===== src/rtl/aes_ark_pkg.sv =====
// -----------------------------------------------------------------------------
// aes_ark_pkg
// Shared definitions for the parametrised AddRoundKey / InvMixColumns step:
//   - state_t   : controller state encoding
//   - AES_POLY  : low byte of the Rijndael field polynomial x^8+x^4+x^3+x+1
//   - xtime     : multiply by x (0x02) in GF(2^8)
//   - gf_mul    : general GF(2^8) multiply (shift-and-add over xtime)
// -----------------------------------------------------------------------------
package aes_ark_pkg;

    localparam logic [7:0] AES_POLY = 8'h1B;

    typedef enum logic [2:0] {
        ST_IDLE,
        ST_RD0,
        ST_RD1,
        ST_CALC,
        ST_WR0,
        ST_WR1,
        ST_DONE
    } state_t;

    function automatic logic [7:0] xtime(input logic [7:0] b);
        return {b[6:0], 1'b0} ^ (b[7] ? AES_POLY : 8'h00);
    endfunction

    function automatic logic [7:0] gf_mul(input logic [7:0] a, input logic [7:0] b);
        logic [7:0] acc;
        logic [7:0] p;
        acc = 8'h00;
        p   = a;
        for (int k = 0; k < 8; k++) begin
            if (b[k]) acc = acc ^ p;
            p = xtime(p);
        end
        return acc;
    endfunction

endpackage


===== src/rtl/aes_inv_mix_col.sv =====
// -----------------------------------------------------------------------------
// aes_inv_mix_col
// Purely combinational InvMixColumns on one 4-byte column.
//   col_in  : bytes b0..b3 (index 0 = row 0)
//   col_out : r_i = 0e*b_i ^ 0b*b_{i+1} ^ 0d*b_{i+2} ^ 09*b_{i+3}, indices mod 4
// -----------------------------------------------------------------------------
module aes_inv_mix_col
    import aes_ark_pkg::*;
(
    input  logic [3:0][7:0] col_in,
    output logic [3:0][7:0] col_out
);

    always_comb begin
        col_out[0] = gf_mul(8'h0E, col_in[0]) ^ gf_mul(8'h0B, col_in[1]) ^
                     gf_mul(8'h0D, col_in[2]) ^ gf_mul(8'h09, col_in[3]);
        col_out[1] = gf_mul(8'h0E, col_in[1]) ^ gf_mul(8'h0B, col_in[2]) ^
                     gf_mul(8'h0D, col_in[3]) ^ gf_mul(8'h09, col_in[0]);
        col_out[2] = gf_mul(8'h0E, col_in[2]) ^ gf_mul(8'h0B, col_in[3]) ^
                     gf_mul(8'h0D, col_in[0]) ^ gf_mul(8'h09, col_in[1]);
        col_out[3] = gf_mul(8'h0E, col_in[3]) ^ gf_mul(8'h0B, col_in[0]) ^
                     gf_mul(8'h0D, col_in[1]) ^ gf_mul(8'h09, col_in[2]);
    end

endmodule


===== src/rtl/aes_ark_invmix_param.sv =====
// -----------------------------------------------------------------------------
// aes_ark_invmix_param
// AES decryption round step for NB = 4..8 columns: XOR a round key from the
// expanded-key RAM into the state RAM, then optionally InvMixColumns, one
// column at a time, in place.
//
// Ports
//   ap_clk, ap_rst_n          clock, asynchronous active-low reset
//   ap_start/done/idle/ready  block handshake
//   n                         round index (latched at start)
//   mode                      0 = AddRoundKey only, 1 = + InvMixColumns
//   key_err                   round key out of range (no RAM access done)
//   statemt_*0/1              dual-port state RAM (1-cycle read latency)
//   word_*0/1                 dual-port expanded-key RAM, read only
//
// Each column takes five cycles: RD0 (rows 0,1), RD1 (rows 2,3), CALC,
// WR0 (rows 0,1), WR1 (rows 2,3). All RAM outputs are decoded from the state
// register only, so an asynchronous reset silences them immediately.
// -----------------------------------------------------------------------------
module aes_ark_invmix_param
    import aes_ark_pkg::*;
#(
    parameter int NB        = 4,
    parameter int WORD_COLS = 120,
    parameter int SA_W      = 5,
    parameter int WA_W      = 9
) (
    input  logic            ap_clk,
    input  logic            ap_rst_n,
    input  logic            ap_start,
    output logic            ap_done,
    output logic            ap_idle,
    output logic            ap_ready,
    input  logic [3:0]      n,
    input  logic            mode,
    output logic            key_err,
    output logic [SA_W-1:0] statemt_address0,
    output logic            statemt_ce0,
    output logic            statemt_we0,
    output logic [31:0]     statemt_d0,
    input  logic [31:0]     statemt_q0,
    output logic [SA_W-1:0] statemt_address1,
    output logic            statemt_ce1,
    output logic            statemt_we1,
    output logic [31:0]     statemt_d1,
    input  logic [31:0]     statemt_q1,
    output logic [WA_W-1:0] word_address0,
    output logic            word_ce0,
    input  logic [31:0]     word_q0,
    output logic [WA_W-1:0] word_address1,
    output logic            word_ce1,
    input  logic [31:0]     word_q1
);

    // Key RAM row offsets: key byte (i, j) sits at i*WORD_COLS + j + NB*n.
    localparam logic [WA_W-1:0] ROW_OFF1 = WA_W'(WORD_COLS);
    localparam logic [WA_W-1:0] ROW_OFF2 = WA_W'(2 * WORD_COLS);
    localparam logic [WA_W-1:0] ROW_OFF3 = WA_W'(3 * WORD_COLS);
    localparam logic [3:0]      LAST_COL = 4'(NB - 1);

    state_t           state_q, state_d;
    logic [3:0]       col_q;
    logic             mode_q;
    logic             key_err_q;
    logic [WA_W-1:0]  key_base_q;   // NB*n, fixed for the whole run
    logic [3:0][31:0] x_q;          // state ^ key for the current column

    logic             key_oor;
    logic [SA_W-1:0]  col_base;
    logic [WA_W-1:0]  key_col;
    logic [3:0][7:0]  mix_in;
    logic [3:0][7:0]  mix_out;
    logic [3:0][31:0] wr_data;

    // Evaluated on the live n so the range decision is made in the start cycle.
    assign key_oor  = (NB * int'(n) + NB) > WORD_COLS;
    assign col_base = SA_W'({col_q, 2'b00});
    assign key_col  = key_base_q + WA_W'(col_q);
    assign key_err  = key_err_q;

    always_ff @(posedge ap_clk or negedge ap_rst_n) begin
        if (!ap_rst_n) begin
            state_q    <= ST_IDLE;
            col_q      <= '0;
            mode_q     <= 1'b0;
            key_err_q  <= 1'b0;
            key_base_q <= '0;
            x_q        <= '0;
        end else begin
            // NOTE: non-blocking assignments here so every register samples
            // the pre-edge values; blocking would chain updates within the edge.
            state_q <= state_d;
            case (state_q)
                ST_IDLE: begin
                    if (ap_start) begin
                        mode_q     <= mode;
                        key_base_q <= WA_W'(NB * int'(n));
                        col_q      <= '0;
                        key_err_q  <= key_oor;
                    end
                end
                ST_RD1: begin
                    x_q[0] <= statemt_q0 ^ word_q0;
                    x_q[1] <= statemt_q1 ^ word_q1;
                end
                ST_CALC: begin
                    x_q[2] <= statemt_q0 ^ word_q0;
                    x_q[3] <= statemt_q1 ^ word_q1;
                end
                ST_WR1:  col_q <= col_q + 4'd1;
                default: ;
            endcase
        end
    end

    always_comb begin
        state_d = state_q;
        case (state_q)
            ST_IDLE: if (ap_start) state_d = key_oor ? ST_DONE : ST_RD0;
            ST_RD0:  state_d = ST_RD1;
            ST_RD1:  state_d = ST_CALC;
            ST_CALC: state_d = ST_WR0;
            ST_WR0:  state_d = ST_WR1;
            ST_WR1:  state_d = (col_q == LAST_COL) ? ST_DONE : ST_RD0;
            ST_DONE: state_d = ST_IDLE;
            default: state_d = ST_IDLE;
        endcase
    end

    // Only the low byte of each XORed word enters InvMixColumns.
    always_comb begin
        for (int i = 0; i < 4; i++) begin
            mix_in[i]  = x_q[i][7:0];
            wr_data[i] = mode_q ? {24'h0, mix_out[i]} : x_q[i];
        end
    end

    aes_inv_mix_col u_inv_mix_col (
        .col_in  (mix_in),
        .col_out (mix_out)
    );

    always_comb begin
        // NOTE: every output is given a default before the case, so states
        // that leave a port untouched cannot infer a latch.
        ap_idle          = (state_q == ST_IDLE);
        ap_done          = 1'b0;
        ap_ready         = 1'b0;
        statemt_address0 = '0;
        statemt_address1 = '0;
        statemt_ce0      = 1'b0;
        statemt_ce1      = 1'b0;
        statemt_we0      = 1'b0;
        statemt_we1      = 1'b0;
        statemt_d0       = '0;
        statemt_d1       = '0;
        word_address0    = '0;
        word_address1    = '0;
        word_ce0         = 1'b0;
        word_ce1         = 1'b0;
        case (state_q)
            ST_RD0: begin
                statemt_ce0      = 1'b1;
                statemt_ce1      = 1'b1;
                statemt_address0 = col_base;
                statemt_address1 = col_base + SA_W'(1);
                word_ce0         = 1'b1;
                word_ce1         = 1'b1;
                word_address0    = key_col;
                word_address1    = key_col + ROW_OFF1;
            end
            ST_RD1: begin
                statemt_ce0      = 1'b1;
                statemt_ce1      = 1'b1;
                statemt_address0 = col_base + SA_W'(2);
                statemt_address1 = col_base + SA_W'(3);
                word_ce0         = 1'b1;
                word_ce1         = 1'b1;
                word_address0    = key_col + ROW_OFF2;
                word_address1    = key_col + ROW_OFF3;
            end
            ST_WR0: begin
                statemt_ce0      = 1'b1;
                statemt_ce1      = 1'b1;
                statemt_we0      = 1'b1;
                statemt_we1      = 1'b1;
                statemt_address0 = col_base;
                statemt_address1 = col_base + SA_W'(1);
                statemt_d0       = wr_data[0];
                statemt_d1       = wr_data[1];
            end
            ST_WR1: begin
                statemt_ce0      = 1'b1;
                statemt_ce1      = 1'b1;
                statemt_we0      = 1'b1;
                statemt_we1      = 1'b1;
                statemt_address0 = col_base + SA_W'(2);
                statemt_address1 = col_base + SA_W'(3);
                statemt_d0       = wr_data[2];
                statemt_d1       = wr_data[3];
            end
            ST_DONE: begin
                ap_done  = 1'b1;
                ap_ready = 1'b1;
            end
            default: ;
        endcase
    end

endmodule

===== config.mk =====
export PLATFORM = sky130hd
export DESIGN_NAME = aes_ark_invmix_param
export DESIGN_NICKNAME = d
export VERILOG_FILES = /design/src/rtl/aes_ark_pkg.sv /design/src/rtl/aes_inv_mix_col.sv /design/src/rtl/aes_ark_invmix_param.sv
export SDC_FILE = /design/constraint.sdc
export NUM_CORES = 1
export LEC_CHECK = 0
export ABC_CLOCK_PERIOD_IN_PS = 4800
export CAP_MARGIN = 20
export CELL_PAD_IN_SITES_DETAIL_PLACEMENT = 2
export CELL_PAD_IN_SITES_GLOBAL_PLACEMENT = 2
export CORE_MARGIN = 2
export CORE_UTILIZATION = 33
export DETAILED_ROUTE_END_ITERATION = 8
export PLACE_DENSITY_LB_ADDON = 0.1
export REMOVE_ABC_BUFFERS = 1
export SETUP_SLACK_MARGIN = 0.4
export SLEW_MARGIN = 20
export SYNTH_ARGS = -nofsm -noshare
export SYNTH_HDL_FRONTEND = slang
export SYNTH_SLANG_ARGS = --single-unit

===== constraint.sdc =====
create_clock -name ap_clk -period 4.8 [get_ports ap_clk]
set_clock_uncertainty 0.2 [all_clocks]
set_input_delay 0.96 -clock ap_clk [delete_from_list [all_inputs] [get_ports ap_clk]]
set_output_delay 0.96 -clock ap_clk [all_outputs]
set_load 0.01 [all_outputs]

==> impl_metrics.ini, run 1 <==
[place]
port_buffers = 236
gp_congestion = 0.8356
place_inst = 1546
hpwl_mm = 22.18

[route]
routed-wl-met3_mm = 1.463
drcViolationCount = 0
vias = 7726
first_pass_iters = 4
drt-initial-drc-count = 360
met1_length_mm = 13.76
viasPerCell = 4.856
routed.top_layer = met4
dr_wl_met2_mm = 15.29
wl_per_cell_um = 19.44
ant_nets = 0
wl_mm = 30.93

[synthesis]
synth_top_area_cell = dfrtp_1
yosysTopAreaCellShare_pct = 36.95
synthDistinctLibCells = 48
synthTopCellsByArea = dfrtp_1, xnor2_1, o21ai_0, mux2i_1, xnor3_1
ys_warn_count = 0
synth_cells = 998
ys_ff_latch = 141
synth_edf_count = 0
synth.avg_cell_area_um2 = 9.568
async_flop_share_pct = 100.0
syn_area_um2 = 9549
synth_flop_cell = dfrtp_1
synth-seq-area-share_pct = 36.95

[finish]
nets = 1337
final_common_cell = clkdlybuf4s50_1
diodes = 0
stdcell_count = 1591
final_cell_mix = clkdlybuf4s50_1, xnor2_1, nand2_1
synthToLayoutAreaGrowth_pct = 35.71
drive_gt1_share_pct = 9.279

[sta]
setup-violations-final = 0
maxSlewViolCount = 0
hold_violations = 0
max_slew_margin_pct = 31.96
fmax_mhz = 229.7
final.period_utilization_pct = 90.70
period_minus_slack_ps = 4354
rsz0062_at_grt = true
worst_pin_slew_ps = 1021

[worst_setup_path]
start_kind = flop
critical_path_class = flop to primary output
required_ps = 3640
cp-end-kind = primary output
crit_fanout = 6
cp.arrival_ps = 3190

[run_status]
status = completed

[floorplanning]
die_x_um = 174.1
std_cell_rows = 62
io_pins = 238
start_util_pct = 33.36
dieArea_um2 = 30310
die_y_um = 174.1
core-area_um2 = 28630

[grt]
grtUsageTotal_pct = 20.72
antenna_found_initial = 0
grt_remaining_overflow = 0
grt_max_degree = 109
grt_first_pass_wirelength_mm = 48.87
grt_pass1_vias = 8529

[clock_network]
cts.sinks = 141
path_clk_slew_ps = 70
htree_levels = 4
cts-root-buf = clkbuf_16
clockBufferDepth = 2
clock_latency_ps = 430
cts_tree = built
cts_buffers = 17

[flow_run]
drv_cap = 0

[hold_path]
hp-class = flop to flop
## through the flow
| step | utilization, % | hold slack [ps] | setup TNS [ps] | instance area [um2] | worst slack, ps |
|---|---|---|---|---|---|
| after floorplan | - | 249.2 | -85230 | 9121 | -1768 |
| after global placement | 42.41 | 260.7 | 0 | 12140 | 774.3 |
| after detailed placement | 42.41 | 273.1 | 0 | 12140 | 717.6 |
| after CTS | 44.69 | 288.0 | 0 | 12790 | 410.1 |
| after global routing | 45.27 | 320.3 | 0 | 12960 | 330.3 |
| final | 45.27 | 284.2 | 0 | 12960 | 446.5 |
## area by class of cell
type	count	area, um2
fillers	3011	15670
multi-input cells	757	5698
flip-flops and latches	141	3547
repair buffers	268	2624
well taps	384	480.5
clock buffers	18	429.2
clock inverters	14	145.1
inverters	9	35.03
## kinds of logic after synthesis
kind of cell    after synthesis  share of synthesized area [%]
flops                       141                          36.95
buf+inv                     100                          4.835
simple gates                241                          10.13
mux                          68                          7.586
other cells                   1                        0.03927
fa+ha+maj                     7                         0.9958
xor+xnor                    268                          29.72
compound gates              172                          9.748
## synth_stat cells, types with 2 or more instances
library cell  instances
mux2_2                5
o221ai_1              3
nand3_1               2
buf_1                 7
o211ai_1              2
nor2b_1               6
dfrtp_1             141
mux2i_1              60
o21ai_0             140
xnor3_1              25
a22oi_1               3
xnor2_1             197
o22ai_1               4
and3_1                4
xnor2_4               3
a31oi_1               2
xor3_1                4
buf_2                12
and2_1                7
a21oi_1               7
buf_4                17
inv_1                 7
clkbuf_1             54
nor2_1               70
nand2_1             145
a211o_1               2
ha_1                  6
xor2_1               35
or3_1                 3
clkinv_1              2
xnor2_2               4
mux4_2                3
## state kept, by name (all words and copies together), names as in the netlist
name and cells:
x_q 96, mix_in 32, col_q 4, key_base_q 4, state_q 3, key_err 1, mode_q 1
## worst paths after layout
kind / startpoint / end / slack, ps / cells past startpoint
setup / recovery: mix_in[6] / statemt_d0[7] / 450 / 8
hold / removal: x_q[88] / x_q[88] / 280 / 2
setup reg to reg: state_q[0] / x_q[76] / 2100 / 5
hold reg to reg: x_q[88] / x_q[88] / 280 / 2
max in group asynchronous: ap_rst_n / mix_in[15] / 3200 / 2
min in group asynchronous: ap_rst_n / mix_in[25] / 390 / 1
## metal layers
metal / vias to the layer above / track usage [%]
met4: 0 / 4.412
met5: - / 0
met2: 205 / 35.91
li1: 3647 / -
met3: 32 / 4.309
met1: 3842 / 26.68
## repair_timing
action | CTS | global route
buffers inserted | 3 | 10
gates resized for setup | 10 | 25
pin swaps | 2 | 3
hold buffers | 0 | 0
setup endpoints to repair | 53 | 15
## worst max-delay path, stage by stage (launching register included)
cell             delay [ps]
dfrtp_2                 470
buf_4                   200
xor2_1                  170
xnor2_1                 170
xnor2_1                 280
xor3_1                  280
mux4_2                  470
and2_1                  180
clkdlybuf4s50_1         540
Power of run 1 is left out: the tool's default activity adds up to more than one toggle a clock period on the data nets, which glitch-free logic cannot reach.
==> run 2: changes to the inputs <==
--- a/config.mk
+++ b/config.mk
@@ -12,6 +12,7 @@
 export CORE_MARGIN = 2
 export CORE_UTILIZATION = 33
 export DETAILED_ROUTE_END_ITERATION = 8
+export GPL_ROUTABILITY_DRIVEN = 0
 export PLACE_DENSITY_LB_ADDON = 0.1
 export REMOVE_ABC_BUFFERS = 1
 export SETUP_SLACK_MARGIN = 0.4
==> results of run 2 <==
The final DEF is identical to that of run 1; final timing and power are the same.
Power of run 2 is left out for the same reason.
